## config.mk

```make
export PLATFORM = sky130hd
export DESIGN_NAME = pacman_wall_sense_flat
export DESIGN_NICKNAME = d
export VERILOG_FILES = /design/src/rtl/pacman_wall_sense_pkg.sv /design/src/rtl/pacman_wall_sense_if.sv /design/src/rtl/pacman_wall_sense_edge_counter.sv /design/src/rtl/pacman_wall_sense.sv /design/src/flat_wrapper.sv
export SDC_FILE = /design/constraint.sdc
export NUM_CORES = 1
export LEC_CHECK = 0
export BUFFER_PORTS_ARGS = -buffer_cell sky130_fd_sc_hd__clkbuf_2
export CAP_MARGIN = 25
export CELL_PAD_IN_SITES_DETAIL_PLACEMENT = 0
export CELL_PAD_IN_SITES_GLOBAL_PLACEMENT = 1
export CORE_ASPECT_RATIO = 0.9
export CORE_MARGIN = 3
export CORE_UTILIZATION = 42
export DETAILED_ROUTE_END_ITERATION = 8
export HOLD_SLACK_MARGIN = 0.08
export PLACE_DENSITY_LB_ADDON = 0.2
export SETUP_SLACK_MARGIN = 0.3
export SYNTH_ARGS = -nofsm -noshare
export SYNTH_HDL_FRONTEND = slang
export SYNTH_HIERARCHICAL = 1
export SYNTH_SLANG_ARGS = --single-unit
```

## constraint.sdc

```tcl
create_clock -name clk -period 3.7 [get_ports clk]
set_clock_uncertainty 0.1 [all_clocks]
set_input_delay 0.74 -clock clk [delete_from_list [all_inputs] [get_ports clk]]
set_output_delay 0.74 -clock clk [all_outputs]
set_load 0.01 [all_outputs]
```

## src/rtl/pacman_wall_sense_pkg.sv

```systemverilog
// Shared pacman constants: VGA raster timing, sprite size, wall-sense types.
// Imported by pacman_movement and the wall-sense block.
package pacman_wall_sense_pkg;

  localparam int PAC_PIXEL_SIZE = 28;
  localparam int VGA_H_LAST     = 799;
  localparam int VGA_V_LAST     = 524;
  localparam int VGA_H_MAX      = 640;
  localparam int VGA_V_MAX      = 480;

  localparam int CNT_W = 6;

  typedef enum logic [1:0] {
    WAIT_FRAME,
    SCAN,
    LATCH
  } state_t;

  // One spare bit over 11-bit signed so sX+H+1 never wraps
  typedef logic signed [11:0] coord_t;

  typedef struct packed {
    logic left;
    logic up;
    logic right;
    logic down;
  } edge_t;

  function automatic coord_t ext(input logic [9:0] v);
    return coord_t'({2'b00, v});
  endfunction

endpackage

```

## src/rtl/pacman_wall_sense_if.sv

```systemverilog
// Raster/position bus into the wall sensor and can-go flags back out.
// master drives the raster side, slave is the wall sensor.
interface pacman_wall_sense_if;

  logic [9:0] hCount;
  logic [9:0] vCount;
  logic       wallFill;
  logic [9:0] pacX;
  logic [9:0] pacY;
  logic       cgLeft;
  logic       cgUp;
  logic       cgRight;
  logic       cgDown;
  logic       senseValid;

  modport master (
    output hCount, vCount, wallFill,
    output pacX, pacY,
    input  cgLeft, cgUp, cgRight, cgDown,
    input  senseValid
  );

  modport slave (
    input  hCount, vCount, wallFill,
    input  pacX, pacY,
    output cgLeft, cgUp, cgRight, cgDown,
    output senseValid
  );

endinterface

```

## src/rtl/pacman_wall_sense_edge_counter.sv

```systemverilog
// Saturating wall-hit counter for one sprite edge.
// Synchronous clear wins over a hit in the same cycle.
module pacman_edge_counter
  import pacman_wall_sense_pkg::*;
(
  input  logic             clk,
  input  logic             reset,
  input  logic             i_clr,
  input  logic             i_hit,
  output logic [CNT_W-1:0] o_count
);

  logic [CNT_W-1:0] r_count;

  always_ff @(posedge clk or posedge reset) begin
    if (reset) begin
      r_count <= '0;
    end else if (i_clr) begin
      r_count <= '0;
    end else if (i_hit && (r_count != '1)) begin
      r_count <= r_count + 1'b1;
    end
  end

  assign o_count = r_count;

endmodule

```

## src/rtl/pacman_wall_sense.sv

```systemverilog
// Frame-based wall probe around pacman: counts wall pixels on each sprite
// edge during a frame and latches can-go flags at frame end.
module pacman_wall_sense
  import pacman_wall_sense_pkg::*;
#(
  parameter int PIXEL_SIZE = PAC_PIXEL_SIZE,
  parameter int H_LAST     = VGA_H_LAST,
  parameter int V_LAST     = VGA_V_LAST,
  parameter int H_MAX      = VGA_H_MAX,
  parameter int V_MAX      = VGA_V_MAX,
  parameter int unsigned BLOCK_THRESH = 0
) (
  input  logic         clk,
  input  logic         reset,
  pacman_wall_sense_if.slave sense
);

  localparam int     H     = PIXEL_SIZE / 2;
  localparam coord_t C_H   = coord_t'(H);
  localparam coord_t C_ONE = coord_t'(1);
  localparam coord_t C_HM  = coord_t'(H_MAX);
  localparam coord_t C_VM  = coord_t'(V_MAX);

  state_t     r_state;
  state_t     w_next;
  logic [9:0] r_sX;
  logic [9:0] r_sY;
  edge_t      r_cg;
  logic       r_valid;

  logic       w_fstart;
  logic       w_fend;
  logic       w_vis;
  logic       w_cnt_en;
  logic       w_load;
  coord_t     w_h, w_v;
  coord_t     w_x, w_y;
  coord_t     w_xl, w_xr;
  coord_t     w_yt, w_yb;
  logic       w_rows;
  logic       w_cols;
  edge_t      w_match;
  edge_t      w_hit;
  edge_t      w_force;
  edge_t      w_allow;

  logic [CNT_W-1:0] w_cnt_l;
  logic [CNT_W-1:0] w_cnt_u;
  logic [CNT_W-1:0] w_cnt_r;
  logic [CNT_W-1:0] w_cnt_d;

  assign w_fstart = (sense.hCount == 10'd0)
                 && (sense.vCount == 10'd0);
  assign w_fend   = (sense.hCount == 10'(H_LAST))
                 && (sense.vCount == 10'(V_LAST));
  assign w_vis    = (sense.hCount < 10'(H_MAX))
                 && (sense.vCount < 10'(V_MAX));

  assign w_h  = ext(sense.hCount);
  assign w_v  = ext(sense.vCount);
  assign w_x  = ext(r_sX);
  assign w_y  = ext(r_sY);
  assign w_xl = w_x - C_H;
  assign w_xr = w_x + C_H;
  assign w_yt = w_y - C_H;
  assign w_yb = w_y + C_H;

  // Spans exclude the sprite corners, so no pixel hits two edges
  assign w_rows = (w_v >= w_yt + C_ONE) && (w_v <= w_yb);
  assign w_cols = (w_h >= w_xl + C_ONE) && (w_h <= w_xr);

  assign w_match.left  = (w_h == w_xl) && w_rows;
  assign w_match.up    = (w_v == w_yt) && w_cols;
  assign w_match.right = (w_h == w_xr + C_ONE) && w_rows;
  assign w_match.down  = (w_v == w_yb + C_ONE) && w_cols;

  assign w_cnt_en = (r_state == SCAN)
                 && sense.wallFill && w_vis;
  assign w_hit    = w_match & {4{w_cnt_en}};

  assign w_force.left  = w_x < C_H + C_ONE;
  assign w_force.up    = w_y < C_H + C_ONE;
  assign w_force.right = w_xr + C_ONE >= C_HM;
  assign w_force.down  = w_yb + C_ONE >= C_VM;

  assign w_allow.left  = (32'(w_cnt_l) <= BLOCK_THRESH)
                      && !w_force.left;
  assign w_allow.up    = (32'(w_cnt_u) <= BLOCK_THRESH)
                      && !w_force.up;
  assign w_allow.right = (32'(w_cnt_r) <= BLOCK_THRESH)
                      && !w_force.right;
  assign w_allow.down  = (32'(w_cnt_d) <= BLOCK_THRESH)
                      && !w_force.down;

  assign w_load = (r_state == SCAN) && w_fend;

  always_comb begin
    w_next = r_state;
    unique case (r_state)
      WAIT_FRAME: if (w_fstart) w_next = SCAN;
      SCAN:       if (w_fend)   w_next = LATCH;
      LATCH:      w_next = w_fstart ? SCAN : WAIT_FRAME;
      default:    w_next = WAIT_FRAME;
    endcase
  end

  always_ff @(posedge clk or posedge reset) begin
    if (reset) begin
      r_state <= WAIT_FRAME;
    end else begin
      r_state <= w_next;
    end
  end

  always_ff @(posedge clk or posedge reset) begin
    if (reset) begin
      r_sX <= '0;
      r_sY <= '0;
    end else if (w_fstart) begin
      r_sX <= sense.pacX;
      r_sY <= sense.pacY;
    end
  end

  always_ff @(posedge clk or posedge reset) begin
    if (reset) begin
      r_cg    <= '0;
      r_valid <= 1'b0;
    end else begin
      r_valid <= w_load;
      if (w_load) r_cg <= w_allow;
    end
  end

  pacman_edge_counter u_cnt_l (
    .clk(clk), .reset(reset),
    .i_clr(w_fstart), .i_hit(w_hit.left),
    .o_count(w_cnt_l)
  );

  pacman_edge_counter u_cnt_u (
    .clk(clk), .reset(reset),
    .i_clr(w_fstart), .i_hit(w_hit.up),
    .o_count(w_cnt_u)
  );

  pacman_edge_counter u_cnt_r (
    .clk(clk), .reset(reset),
    .i_clr(w_fstart), .i_hit(w_hit.right),
    .o_count(w_cnt_r)
  );

  pacman_edge_counter u_cnt_d (
    .clk(clk), .reset(reset),
    .i_clr(w_fstart), .i_hit(w_hit.down),
    .o_count(w_cnt_d)
  );

  assign sense.cgLeft     = r_cg.left;
  assign sense.cgUp       = r_cg.up;
  assign sense.cgRight    = r_cg.right;
  assign sense.cgDown     = r_cg.down;
  assign sense.senseValid = r_valid;

endmodule

```

## src/flat_wrapper.sv

```systemverilog
// flat-port wrapper written by rule: the top's interface ports become plain ports
module pacman_wall_sense_flat import pacman_wall_sense_pkg::*;
#(
  parameter int PIXEL_SIZE = PAC_PIXEL_SIZE,
  parameter int H_LAST     = VGA_H_LAST,
  parameter int V_LAST     = VGA_V_LAST,
  parameter int H_MAX      = VGA_H_MAX,
  parameter int V_MAX      = VGA_V_MAX,
  parameter int unsigned BLOCK_THRESH = 0
)
  (clk, reset, sense_hCount, sense_vCount, sense_wallFill, sense_pacX, sense_pacY, sense_cgLeft, sense_cgUp, sense_cgRight, sense_cgDown, sense_senseValid);
  pacman_wall_sense_if sense_i ();
  input  logic clk;
  input  logic reset;
  input wire logic [$bits(sense_i.hCount)-1:0] sense_hCount;
  input wire logic [$bits(sense_i.vCount)-1:0] sense_vCount;
  input wire logic [$bits(sense_i.wallFill)-1:0] sense_wallFill;
  input wire logic [$bits(sense_i.pacX)-1:0] sense_pacX;
  input wire logic [$bits(sense_i.pacY)-1:0] sense_pacY;
  output wire logic [$bits(sense_i.cgLeft)-1:0] sense_cgLeft;
  output wire logic [$bits(sense_i.cgUp)-1:0] sense_cgUp;
  output wire logic [$bits(sense_i.cgRight)-1:0] sense_cgRight;
  output wire logic [$bits(sense_i.cgDown)-1:0] sense_cgDown;
  output wire logic [$bits(sense_i.senseValid)-1:0] sense_senseValid;
  assign sense_i.hCount = sense_hCount;
  assign sense_i.vCount = sense_vCount;
  assign sense_i.wallFill = sense_wallFill;
  assign sense_i.pacX = sense_pacX;
  assign sense_i.pacY = sense_pacY;
  assign sense_cgLeft = sense_i.cgLeft;
  assign sense_cgUp = sense_i.cgUp;
  assign sense_cgRight = sense_i.cgRight;
  assign sense_cgDown = sense_i.cgDown;
  assign sense_senseValid = sense_i.senseValid;
  pacman_wall_sense #(.PIXEL_SIZE(PIXEL_SIZE), .H_LAST(H_LAST), .V_LAST(V_LAST), .H_MAX(H_MAX), .V_MAX(V_MAX), .BLOCK_THRESH(BLOCK_THRESH)) u_core (.clk(clk), .reset(reset), .sense(sense_i));
endmodule
```

Word-level counts from Yosys, hierarchy flattened
Index checks and enable logic that the tools add are counted.
Word-level totals
  bits of input ports: 43
  output and inout port bits: 5
  word-level logic and storage cells: 97
  flip-flop bits (word level): 51
Cells by class
  $lt $le $gt $ge: 14
  add/sub/neg operators: 12
  reductions and logical operators: 32
  mux-type cells: 12
  bitwise operators: 1
  equal/unequal tests: 14
Operators by type and width (count)
  12-bit by 2-bit adder with 12-bit output, second input constant: 4
  11-bit by 12-bit equality test with 1-bit output: 4
  6-bit 2-to-1 mux: 8
  6-bit by 1-bit adder with 6-bit output, second input constant: 4
  11-bit by 12-bit >= comparator with 1-bit output: 2
  11-bit by 12-bit less-or-equal comparator with 1-bit output: 2
  6-bit by 1-bit less-or-equal comparator with 1-bit output, second input constant: 4
  6-bit inequality test, second input constant: 4
  10-bit by 4-bit adder with 11-bit output, second input constant: 2
  10-bit by 4-bit subtractor with 11-bit output, second input constant: 2
  10-bit equality test, second input constant: 2
  1-bit logical AND: 20
  10-bit zero test: 2
  10-bit by 4-bit < comparator with 1-bit output, second input constant: 2
  12-bit by 10-bit >= comparator with 1-bit output, second input constant: 1
  12-bit by 11-bit >= comparator with 1-bit output, second input constant: 1
  10-bit < comparator, second input constant: 1
  10-bit by 9-bit < comparator with 1-bit output, second input constant: 1
  2-bit nonzero test: 4
  2-bit case mux with 3 select lines: 1
  4-bit AND: 1
  1-bit zero test: 4
  2-bit 2-to-1 mux: 2
  2-bit by 1-bit inequality test with 1-bit output, second input constant: 2
  5 further kinds: 5

Longest topological paths before layout
Gate-level depths: netlist of run 1.
  depth in word-level cells: 9
  depth in mapped cells: 18
  mapped depth without buffers: 17

By module
The synthesis of run 1 kept the hierarchy.
By module, submodules not included
  pacman_wall_sense: area an instance 4285.4 um2, cells each 537, instances 1, sequential area each 675.6 um2
  pacman_edge_counter: area an instance 370.4 um2, cells each 40, instances 4, sequential area each 150.1 um2

Worst setup path before layout of run 1
No wires, ideal clock.
  path kind: flip-flop to flip-flop
  from: reg u_core.r_sX[1]
  to: reg u_core.u_cnt_u.r_count[5], in the netlist u_core/u_cnt_u/o_count[5]
  setup time: 178 ps
  path slack: -256 ps
  cell stages (with the launch flop): 18
  buffers on the path: 2
  required time: 3422 ps
  clock period less this slack: 3956 ps
  arrival: 3678 ps
  cell sequence: dfrtp_1 inv_1 ha_1 and3_1 clkbuf_1 nor4_1 a21oi_1 xor2_1 ha_1 nand2_1 or4_1 a21oi_1 a211oi_2 nor3b_1 buf_6 and4_4 and4_4 a211oi_2
RTL lines
  from (decl): line pacman_wall_sense.sv:26  | logic [9:0] r_sX;
  from (signal assigned): line pacman_wall_sense.sv:120  | r_sX <= sense.pacX;
  to (signal assigned): line pacman_wall_sense_edge_counter.sv:21  | r_count <= r_count + 1'b1;
  to (decl): line pacman_wall_sense_edge_counter.sv:13  | logic [CNT_W-1:0] r_count;

==> results of run 1 <==
## state kept, by name, summed over array words and instances, names as in the netlist, 2 cells and up
name / flops
u_core/u_cnt_r/o_count: 6
u_core/r_sX: 10
u_core/u_cnt_d/o_count: 6
u_core/r_sY: 10
u_core/r_state: 2
u_core/u_cnt_u/o_count: 6
u_core/u_cnt_l/o_count: 6
## cells by family (layout without fill, tap and decap cells)
family	after synthesis	after routing	synth area share
adders and majority gates	56	56	0.1215
and+or+nand+nor	283	283	0.2710
buffers and inverters	64	157	0.05272
AOI/OAI and AO/OA	137	137	0.1616
DFF	51	51	0.2213
xor gates and xnor gates	88	88	0.1373
muxes	18	18	0.03450
## cell usage in the layout, fill, tap and decap left out, types with 7 or more instances in the layout
cell type  instances
a211oi_2           7
a21oi_1           19
a31oi_1           16
and4_4             8
buf_4             62
buf_6             11
clkbuf_2          47
dfrtp_1           43
dfrtp_2            8
ha_1              49
inv_1             24
mux2_2            15
nand2_1           59
nand2b_1           8
nand3_1           23
nand4_1           24
nor2_1            36
nor2b_1           12
nor3_1            17
nor3b_1           12
nor4_1             8
o211ai_1          12
o21ai_0           16
o21ai_1            9
xnor2_1           53
xor2_1            28
## routing by layer
| metal | part of all wire | track usage | up-vias |
|---|---|---|---|
| met4 | 0.019 | 0.06163 | 0 |
| li1 | - | - | 2738 |
| met3 | 0.048 | 0.03902 | 23 |
| met1 | 0.48 | 0.3270 | 2711 |
| met2 | 0.46 | 0.3643 | 135 |
| met5 | 0 | 0 | - |
## critical path: cells and delay by family (launching register included)
family                     cells  cell delay, ps
buffers and inverters          4             510
and+or+nand+nor                5            1120
AOI/OAI and AO/OA              5             790
adders and majority gates      2             330
xor gates and xnor gates       1             220
DFF                            1             450
## cell type report
type	count	share of cell area
clock buffers	5	0.01707
clock inverters	2	0.001878
inverters	29	0.01554
multi-input cells	582	0.6474
flip-flops and latches	51	0.1755
well taps	164	0.02800
repair buffers	121	0.1146
## final timing paths
| kind | endpoint | slack (ps) | depth (start not counted) |
|---|---|---|---|
| hold reg to reg | u_core/sense.cgRight | 390 | 2 |
| hold / removal | u_core/sense.cgUp | 280 | 2 |
| max in group asynchronous | u_core/r_sX[1] | 2600 | 3 |
| setup reg to reg | u_core/u_cnt_r/o_count[5] | 50 | 17 |
| setup / recovery | u_core/u_cnt_r/o_count[5] | 50 | 17 |
| min in group clk | u_core/sense.cgRight | 390 | 2 |
## power groups by stage
| stage | Sequential, mW | Combinational (mW) | Clock, mW |
|---|---|---|---|
| floorplan | 0.568 | 0.0732 | 0 |
| CTS | 0.557 | 0.143 | 0.498 |
| finish | 0.557 | 0.149 | 0.479 |
| global placement | 0.568 | 0.137 | 0 |
| global route | 0.557 | 0.167 | 0.512 |
| detailed placement | 0.568 | 0.139 | 0 |
## per-stage QoR
step | total power, mW | cell area [µm²] | setup WS [ps]
floorplan | 0.6412 | 5921 | -39.97
global placement | 0.7053 | 6589 | -88.16
detailed placement | 0.7070 | 6589 | -176.1
CTS | 1.198 | 7113 | 58.96
global route | 1.236 | 7328 | -120.3
finish | 1.185 | 7328 | 52.72
## repair_timing
action / 4_1_cts / 5_1_grt
hold endpoints to repair: 0 / 0
setup endpoints to repair: 24 / 24
pin swaps: 36 / 33
gates cloned: 0 / 0
resized for setup: 66 / 39
buffers inserted: 14 / 4
==> impl_results.md, run 1 <==
- DRC Markers: 0
- Area leader, netlist: dfrtp_1
- Combinational power share: 0.126
- Yosys cell types: 65
- Setup crit start kind: flop
- Register bit count reported by yosys: 51
- Crit-path max cell delay: 450 ps
- Total CTS buffers: 5
- Area occupied by multi-input gates: around 0.0047 mm²
- Top cells by area, synth: dfrtp_1, ha_1, xnor2_1
- TritonCTS clock tree: built
- Die height: 117.2 µm
- Final Util: 0.5604
- Commonest cells in the netlist: nand2_1, ha_1, xnor2_1, dfrtp_1, nor2_1
- Rel. slew slack: 0.5813
- Async SR Flop Fraction: 1.000
- Min cycle time layout: 3647 ps
- Sw frac: 0.2689
- Syn nets: 796
- Drt first pass iters: 4
- CP Max Fanout: 7
- Register area: about 0.0013 mm²
- Layout Nets: 889
- Die area: approximately 0.015 mm²
- Top-count cell post-synth: nand2_1
- Worst-Margin Slew: 622.3 ps
- Largest net degree at the start of global routing: 34
- DRT antenna net count: 0
- PwrDens: 161.6 mW/mm²
- Sequential power share: 0.470
- Internal Dissipation: a little under 0.9 mW
- Initial antenna violation count: 0
- Final setup fails: 0
- Setup crit end kind: flop
- FF-to-FF Start: u_core/r_sY[1]
- Max Buffers Root-to-Sink: 2
- Crit path from: u_core/r_sY[1]
- Syn Area/Cell: 8.274 µm²
- Fin crit share: 0.9858
- First-pass GRT wire length: 27990 µm
- Worst-path clk slew: 80 ps
- Fillers: around 1200
- CORE AREA: 0.01308 mm²
- Post-synth EDFFs: 0
- Gpl congestion: 0.9558
- P_sw: between 0.3 and 0.4 mW
- CTS Sinks: slightly above 50
- Mapped Cells: about 700
- Final cell count without fillers: 954
- # IOs: 48
- Slowest stage cell, crit path: dfrtp_2
- Sequential-to-total area share from yosys stat: 0.2213
- CP cell instances: inv_4, ha_4, and2b_4, nor4b_4, xor2_2, inv_2, ha_4, a211oi_2, o21ai_1, o211ai_1, o2111ai_2, buf_4, nor4_2, buf_4, and4_4, and4_4, a211oi_2
- Vias: 5607
- Critical path arrival: 3720 ps
- CTS Hold Bufs: 0
- HP Class: input pin to async pin
- Layout cell share with drive strength beyond 1: 0.3215
- Status: finished clean
- Clock Latency Late Sink: 300 ps
- DP Wirelength: ~13000 µm
- Hold slack: 278.6 ps
- CTS root buf: clkbuf_16
- Initial Utilization: 0.4410
- Final WL: 17040 µm
- Routed vias/inst: 5.877
- MaxCap Viol Count: 0
- Mapped cell area: 0.005767 mm²
- N_diodes: 0
- Clk network pwr share: 0.404
- Aggregate global routing overflow: 0
- Worst Path Required: roughly 3800 ps
- Setup CP Type: flop to flop
- Synth Flop Type: dfrtp_1
- TNS Setup: 0 ps
- Max rail drop VDD: 175.1 µV
- Row cnt: 39
- Number of H-tree levels: 2
- F_max: roughly 270 MHz
- Die W: 129.5 µm
- Number of global-route vias before repair: 5554
- Post-synth top area share: 0.2213
- Avg WL per Cell: 17.87 µm
- DRT iter0 DRCs: 472
- RSZ-0062 raised after global routing: yes
- Area delta synth->final: 27.08%
- Leakage: 3.136 nW
- Placed insts: 929
- I/O Buffers: 47
- Final hold violations: 0
- GRT Util Overall: 0.2301
- Synth Warn #: 6
- Slew Viols, Final: 0
(Power assumes the default switching activity.)
==> inputs of run 2 (changes only) <==
Settings changed: REMOVE_ABC_BUFFERS set to 1.
==> run 2 against run 1 <==
Fmax rose by 0.96%. Register-to-register slack improved by 30 ps. Highest routed layer unchanged. Via count rose by 3.1%. Sequential power barely moved. Largest power group is now clock. Power rose by 7.2%.
==> impl_results.md, run 2 (same netlist as run 1, synthesis figures left out) <==
- Final WL: 17900 µm (+5.0%)
- Largest regs: u_core/r_sX: 10 flops, u_core/r_sY: 10 flops
- PwrDens: 164.0 mW/mm² (+1.5%)
- Status: finished clean
- Setup crit start kind: flop
- HP Class: input pin to async pin
- F_max: 276.8 MHz (+0.96%)
- Routed vias/inst: 5.843 (-0.58%)
- Leakage: 3.386 nW (+7.9%)
- DRT iter0 DRCs: 317 (-33%)
- Die W: 129.5 µm (unchanged)
- Setup crit end kind: flop
- Final Worst Setup Slack: 87.45 ps (+34.73 ps)
- Commonest non-fill, non-tap cell in the layout: buf_4
- Layout Nets: 923 (+3.8%)
- Tot Pwr: 1.269 mW (+7.2%)
- CTS root buf: clkbuf_16
- CORE AREA: 0.01308 mm² (unchanged)
- Total CTS buffers: 5 (unchanged)
- Fillers: 1136 (-3.9%)
- Fin crit share: 0.9764 (-0.009386)
- Worst Path Required: 3780 ps (about the same)
- Avg WL per Cell: 18.10 µm (+1.3%)
- Row cnt: 39 (unchanged)
- Critical path arrival: 3700 ps (-20 ps)
- Min cycle time layout: 3613 ps (-34.73 ps)
- Layout cell share with drive strength beyond 1: 0.3636 (+0.04212)
- TNS Setup: 0 ps (unchanged)
- Commonest non-fill, non-tap cells in the layout: buf_4, nand2_1, xnor2_1, clkbuf_2, dfrtp_1
- Aggregate global routing overflow: 0 (unchanged)
- Setup CP Type: flop to flop
- Max Buffers Root-to-Sink: 2 (unchanged)
- GRT Util Overall: 0.2332 (+0.003038)
- Area delta synth->final: 34.19%
- Initial antenna violation count: 0 (unchanged)
- DRC Markers: 0 (unchanged)
- Clock Latency Late Sink: 310 ps (about the same)
- Gpl congestion: 0.8787 (-8.1%)
- Worst-path clk slew: 80 ps (about the same)
- DRT antenna net count: 0 (unchanged)
- Worst-Margin Slew: 741.4 ps (+119.1 ps)
- RSZ-0062 raised after global routing: yes
- Vias: 5779 (+3.1%)
- CP Max Fanout: 4 (-3)
- Final setup fails: 0 (unchanged)
- R2R Setup Slk: 90 ps (+30 ps)
- Final hold violations: 0 (unchanged)
- Drt first pass iters: 5 (+1)
- Max rail drop VDD: 240.4 µV (+37%)
- Hold slack: 344.4 ps (+65.81 ps)
- FF-to-FF Start: u_core/r_sX[1]
- # IOs: 48 (unchanged)
- Area occupied by multi-input gates: 0.004828 mm² (+1.8%)
- Slew Viols, Final: 0 (unchanged)
- DP Wirelength: 12980 µm (+2.0%)
- Post-DP Area: 0.006663 mm² (+1.1%)
- CTS Sinks: 51 (unchanged)
- First-pass GRT wire length: 28360 µm (+1.3%)
- Number of global-route vias before repair: 5737 (+3.3%)
- CTS Hold Bufs: 0 (unchanged)
- TritonCTS clock tree: built
- Initial Utilization: 0.4410 (unchanged)
- Rel. slew slack: 0.5052 (-0.07615)
- Largest net degree at the start of global routing: 39 (+15%)
- Pre-CTS setup slack: -197.9 ps (-21.75 ps)
- Number of H-tree levels: 2 (unchanged)
- MaxCap Viol Count: 0 (unchanged)
- RR Endpoint: u_core/u_cnt_d/o_count[5]
- N_diodes: 0 (unchanged)
- I/O Buffers: 47 (unchanged)
- Die area: 0.01517 mm² (unchanged)
- Register area: 0.001281 mm² (-0.39%)
- Post-route cell area: 0.007739 mm² (+5.6%)
- Worst Reg2Reg Path Length in Cells: 16 (-1)
- Die height: 117.2 µm (unchanged)
## run 2: changes by cell type in the layout (fill, tap and decap cells not counted), sizes merged
cell    before  now
buf         74  108
bufinv       0    1
## run 2: critical path, cell delays in order (launching register included)
cell and delay [ps]:
dfrtp_2 420, inv_2 70, buf_12 120, ha_4 230, and3_4 190, buf_6 120
buf_6 110, xnor2_2 120, ha_1 280, nand2_1 50, or4_1 540, a21oi_2 170
a211oi_2 80, and4b_2 350, and4_4 250, and4_4 230, a211oi_2 60
## run 2: timing repair
| item | in CTS | in global routing |
|---|---|---|
| pin swaps | 56 | 17 |
| gates resized for setup | 107 | 45 |
| endpoints found under the setup margin | 24 | 24 |
| buffers inserted | 17 | 6 |
| gates cloned | 0 | 1 |
## run 2: worst max path at each step
stage                               from                   endpoint  slack [ps]  cells past startpoint
after floorplan           u_core/r_sY[1]  u_core/u_cnt_l/o_count[5]        -710                     16
after global placement    u_core/r_sX[1]  u_core/u_cnt_d/o_count[5]        -140                     15
after detailed placement  u_core/r_sY[1]  u_core/u_cnt_r/o_count[3]        -200                     18
after CTS                 u_core/r_sX[1]  u_core/u_cnt_d/o_count[5]         170                     15
after global routing      u_core/r_sX[1]  u_core/u_cnt_d/o_count[4]         -40                     17
final                     u_core/r_sX[1]  u_core/u_cnt_d/o_count[5]          90                     16
## run 2: layout make-up
cell class                 count  share of cell area
multi-input combinational    582              0.6239
sequential                    51              0.1656
timing repair buffer         155              0.1478
tap                          164             0.02652
clock buffer                   5             0.01617
inverter                      29             0.01439
clock inverter                 3            0.005659
## run 2: report_power, final
part           switching (mW)  internal [mW]  total, mW
clock network           0.243          0.320      0.563
registers           0.0000297          0.557      0.557
logic                  0.0879         0.0616      0.150
total                   0.331          0.939       1.27
## run 2: per-layer routing
layer	track usage	wire, µm
met1	0.2890	7913
met2	0.4254	8895
met3	0.03221	744
met4	0.06510	350
met5	0	0
## run 2: stage by stage
step	util	std cells
after global routing	0.5918	989
after detailed placement	0.5095	957
after global placement	0.5095	957
after floorplan	-	662
final	0.5918	989
after CTS	0.5706	982
==> inputs of run 3 (changes only) <==
Settings changed: CORE_UTILIZATION 42 to 50.
Clock period 3.7 ns to 4.5 ns, I/O delays scaled along.
==> run 3 against run 2 <==
Cell count shrank 9.6%. Register-to-register slack gained 450 ps. Critical endpoint unchanged. Sequential share of layout area grew 3.3 points.
==> impl_results.md, run 3 (same netlist as run 1, synthesis figures left out) <==
- Total CTS buffers: 5 (unchanged)
- First-pass GRT wire length: 25080 µm (-12%)
- Vias: 5392 (-6.7%)
- F_max: 252.4 MHz (-8.8%)
- Delay-heaviest family, CP: simple AND/OR/NAND/NOR gates
- CORE AREA: 0.01104 mm² (-16%)
- Leakage: 2.814 nW (-17%)
- Critical path arrival: 4030 ps (+330 ps)
- Die height: 107.9 µm (-7.9%)
- TNS Setup: 0 ps (unchanged)
- Worst Path Required: 4570 ps (+790 ps)
- Fillers: 1035 (-8.9%)
- Max rail drop VDD: 147.6 µV (-39%)
- Rel. slew slack: 0.5882 (+0.08302)
- Min cycle time layout: 3962 ps (+349.0 ps)
- Die W: 119.2 µm (-8.0%)
- Most Used Layer, Global Route: met2
- N_diodes: 0 (unchanged)
- Clk network pwr share: 0.428 (-0.016)
- Row cnt: 36 (-7.7%)
- Number of H-tree levels: 2 (unchanged)
- CTS root buf: clkbuf_16
- DRT iter0 DRCs: 361 (+14%)
- Worst-path clk slew: 80 ps (about the same)
- GRT met2 Usage: 0.4143 (-0.01113)
- Met3 Use GR: 0.02838 (-0.003838)
- Crit-path max cell delay: 550 ps (about the same)
- CP Max Fanout: 7 (+3)
- Register area: 0.001280 mm² (about the same)
- Die area: 0.01286 mm² (-15%)
- Routed vias/inst: 6.031 (+3.2%)
- MaxCap Viol Count: 0 (unchanged)
- Final hold violations: 0 (unchanged)
- Drt first pass iters: 5 (unchanged)
- TritonCTS clock tree: built
- Internal Dissipation: 0.7272 mW (-23%)
- Setup crit start kind: flop
- DP Wirelength: 11450 µm (-12%)
- Largest net degree at the start of global routing: 56 (+44%)
- Final WL: 15050 µm (-16%)
- Initial antenna violation count: 0 (unchanged)
- Number of global-route vias before repair: 5171 (-9.9%)
- Largest regs: u_core/r_sX: 10 flops, u_core/r_sY: 10 flops
- Gpl congestion: 0.9191 (+4.6%)
- Setup crit end kind: flop
- Post-DP Area: 0.006147 mm² (-7.7%)
- RSZ-0062 raised after global routing: no
- CTS Hold Bufs: 0 (unchanged)
- Combinational power share: 0.112 (-0.006)
- Sequential power share: 0.459 (+0.020)
- Final cell count without fillers: 894 (-9.6%)
- Max Buffers Root-to-Sink: 2 (unchanged)
- Layout Nets: 840 (-9.0%)
- Clock Latency Late Sink: 310 ps (about the same)
- Area delta synth->final: 11.56%
- HP Class: flop to flop
- Routing usage on met1: 0.3156 (+0.02665)
- DRT antenna net count: 0 (unchanged)
- DRC Markers: 0 (unchanged)
- Avg WL per Cell: 16.84 µm (-7.0%)
- Setup CP Type: flop to flop
- PwrDens: 155.0 mW/mm² (-5.5%)
- CTS Sinks: 51 (unchanged)
- GRT Util Overall: 0.2399 (+0.006703)
- Aggregate global routing overflow: 0 (unchanged)
- P_sw: 0.2700 mW (-18%)
- Slew Viols, Final: 0 (unchanged)
- # IOs: 48 (unchanged)
- CP cell instances: ha_2, xor2_2, and3_2, nor4_1, a21oi_1, xor2_1, ha_1, nand2_1, or4_1, a21oi_1, a211oi_2, and4b_1, and4_4, and4_4, a211oi_2
- Final setup fails: 0 (unchanged)
- Worst-Margin Slew: 617.7 ps (-123.7 ps)
- Sw frac: 0.2708 (+0.01030)
- Layout cell share with drive strength beyond 1: 0.1846 (-0.1790)
- Status: finished clean
- Commonest non-fill, non-tap cells in the layout: nand2_1, ha_1, xnor2_1, dfrtp_1, clkbuf_2
- Area occupied by multi-input gates: 0.004277 mm² (-11%)
- Placed insts: 880 (-8.0%)
- WP buf/inv: 0 (-4)
- I/O Buffers: 47 (unchanged)
- Slowest stage cell, crit path: or4_1
- Fin crit share: 0.8803 (-0.09603)
- Post-route cell area: 0.006434 mm² (-17%)
- Initial Utilization: 0.5226 (+0.08159)
- Commonest non-fill, non-tap cell in the layout: nand2_1
[run 3: cell types whose count changed in the layout (fill, tap and decap cells not counted), moves of 8 or more]
cell / delta
buf_4: -60
buf_6: -20
ha_1: +8
ha_4: -8
[run 3: layout make-up]
class | instances | share of cell area
Timing Repair Buffer | 72 | 0.06573
Inverter | 29 | 0.01692
Multi-Input combinational cell | 582 | 0.6647
Tap cell | 152 | 0.02956
Clock buffer | 6 | 0.02159
Clock inverter | 2 | 0.002528
Sequential cell | 51 | 0.1990
[run 3: stage by stage]
step	power (mW)	util	setup WS [ps]	hold WS (ps)
floorplan	0.5260	-	93.45	390.1
global placement	0.5759	0.5570	255.1	369.9
detailed placement	0.5789	0.5570	219.2	385.7
CTS	1.008	0.5723	284.3	402.2
global route	1.042	0.5830	285.3	429.7
finish	0.9972	0.5830	538.5	396.1
[run 3: final timing paths]
| check | cells after the start | slack (ps) | from | to |
|---|---|---|---|---|
| worst max-delay path | 15 | 540 | u_core/r_sX[1] | u_core/u_cnt_d/o_count[5] |
| worst min-delay path | 2 | 400 | u_core/sense.cgDown | u_core/sense.cgDown |
| worst max register to register | 15 | 540 | u_core/r_sX[1] | u_core/u_cnt_d/o_count[5] |
| worst min register to register | 2 | 400 | u_core/sense.cgDown | u_core/sense.cgDown |
| max in group asynchronous | 3 | 3020 | reset | u_core/r_sY[2] |
| min in group asynchronous | 2 | 460 | reset | u_core/u_cnt_u/o_count[5] |
[run 3: power by group through the flow]
stage / Clock (mW) / Combinational [mW] / Sequential (mW)
floorplan: 0 / 0.0590 / 0.467
global route: 0.457 / 0.127 / 0.458
CTS: 0.437 / 0.113 / 0.458
finish: 0.427 / 0.112 / 0.458
detailed placement: 0 / 0.112 / 0.467
global placement: 0 / 0.109 / 0.467
[run 3: tightest hold or removal path, stage by stage, from the launching register on]
cell,delay (ps)
dfrtp_1,350
nand2_1,50
o21ai_1,60
[run 3: layer usage]
metal	part of all wire	vias up
li1	-	2642
met5	0	-
met2	0.48	123
met1	0.46	2603
met3	0.035	24
met4	0.018	0
[run 3: timing repair]
action	4_1_cts	5_1_grt
buffers inserted	0	6
gates resized for setup	4	16
pin swaps	0	4
setup endpoints to repair	11	24
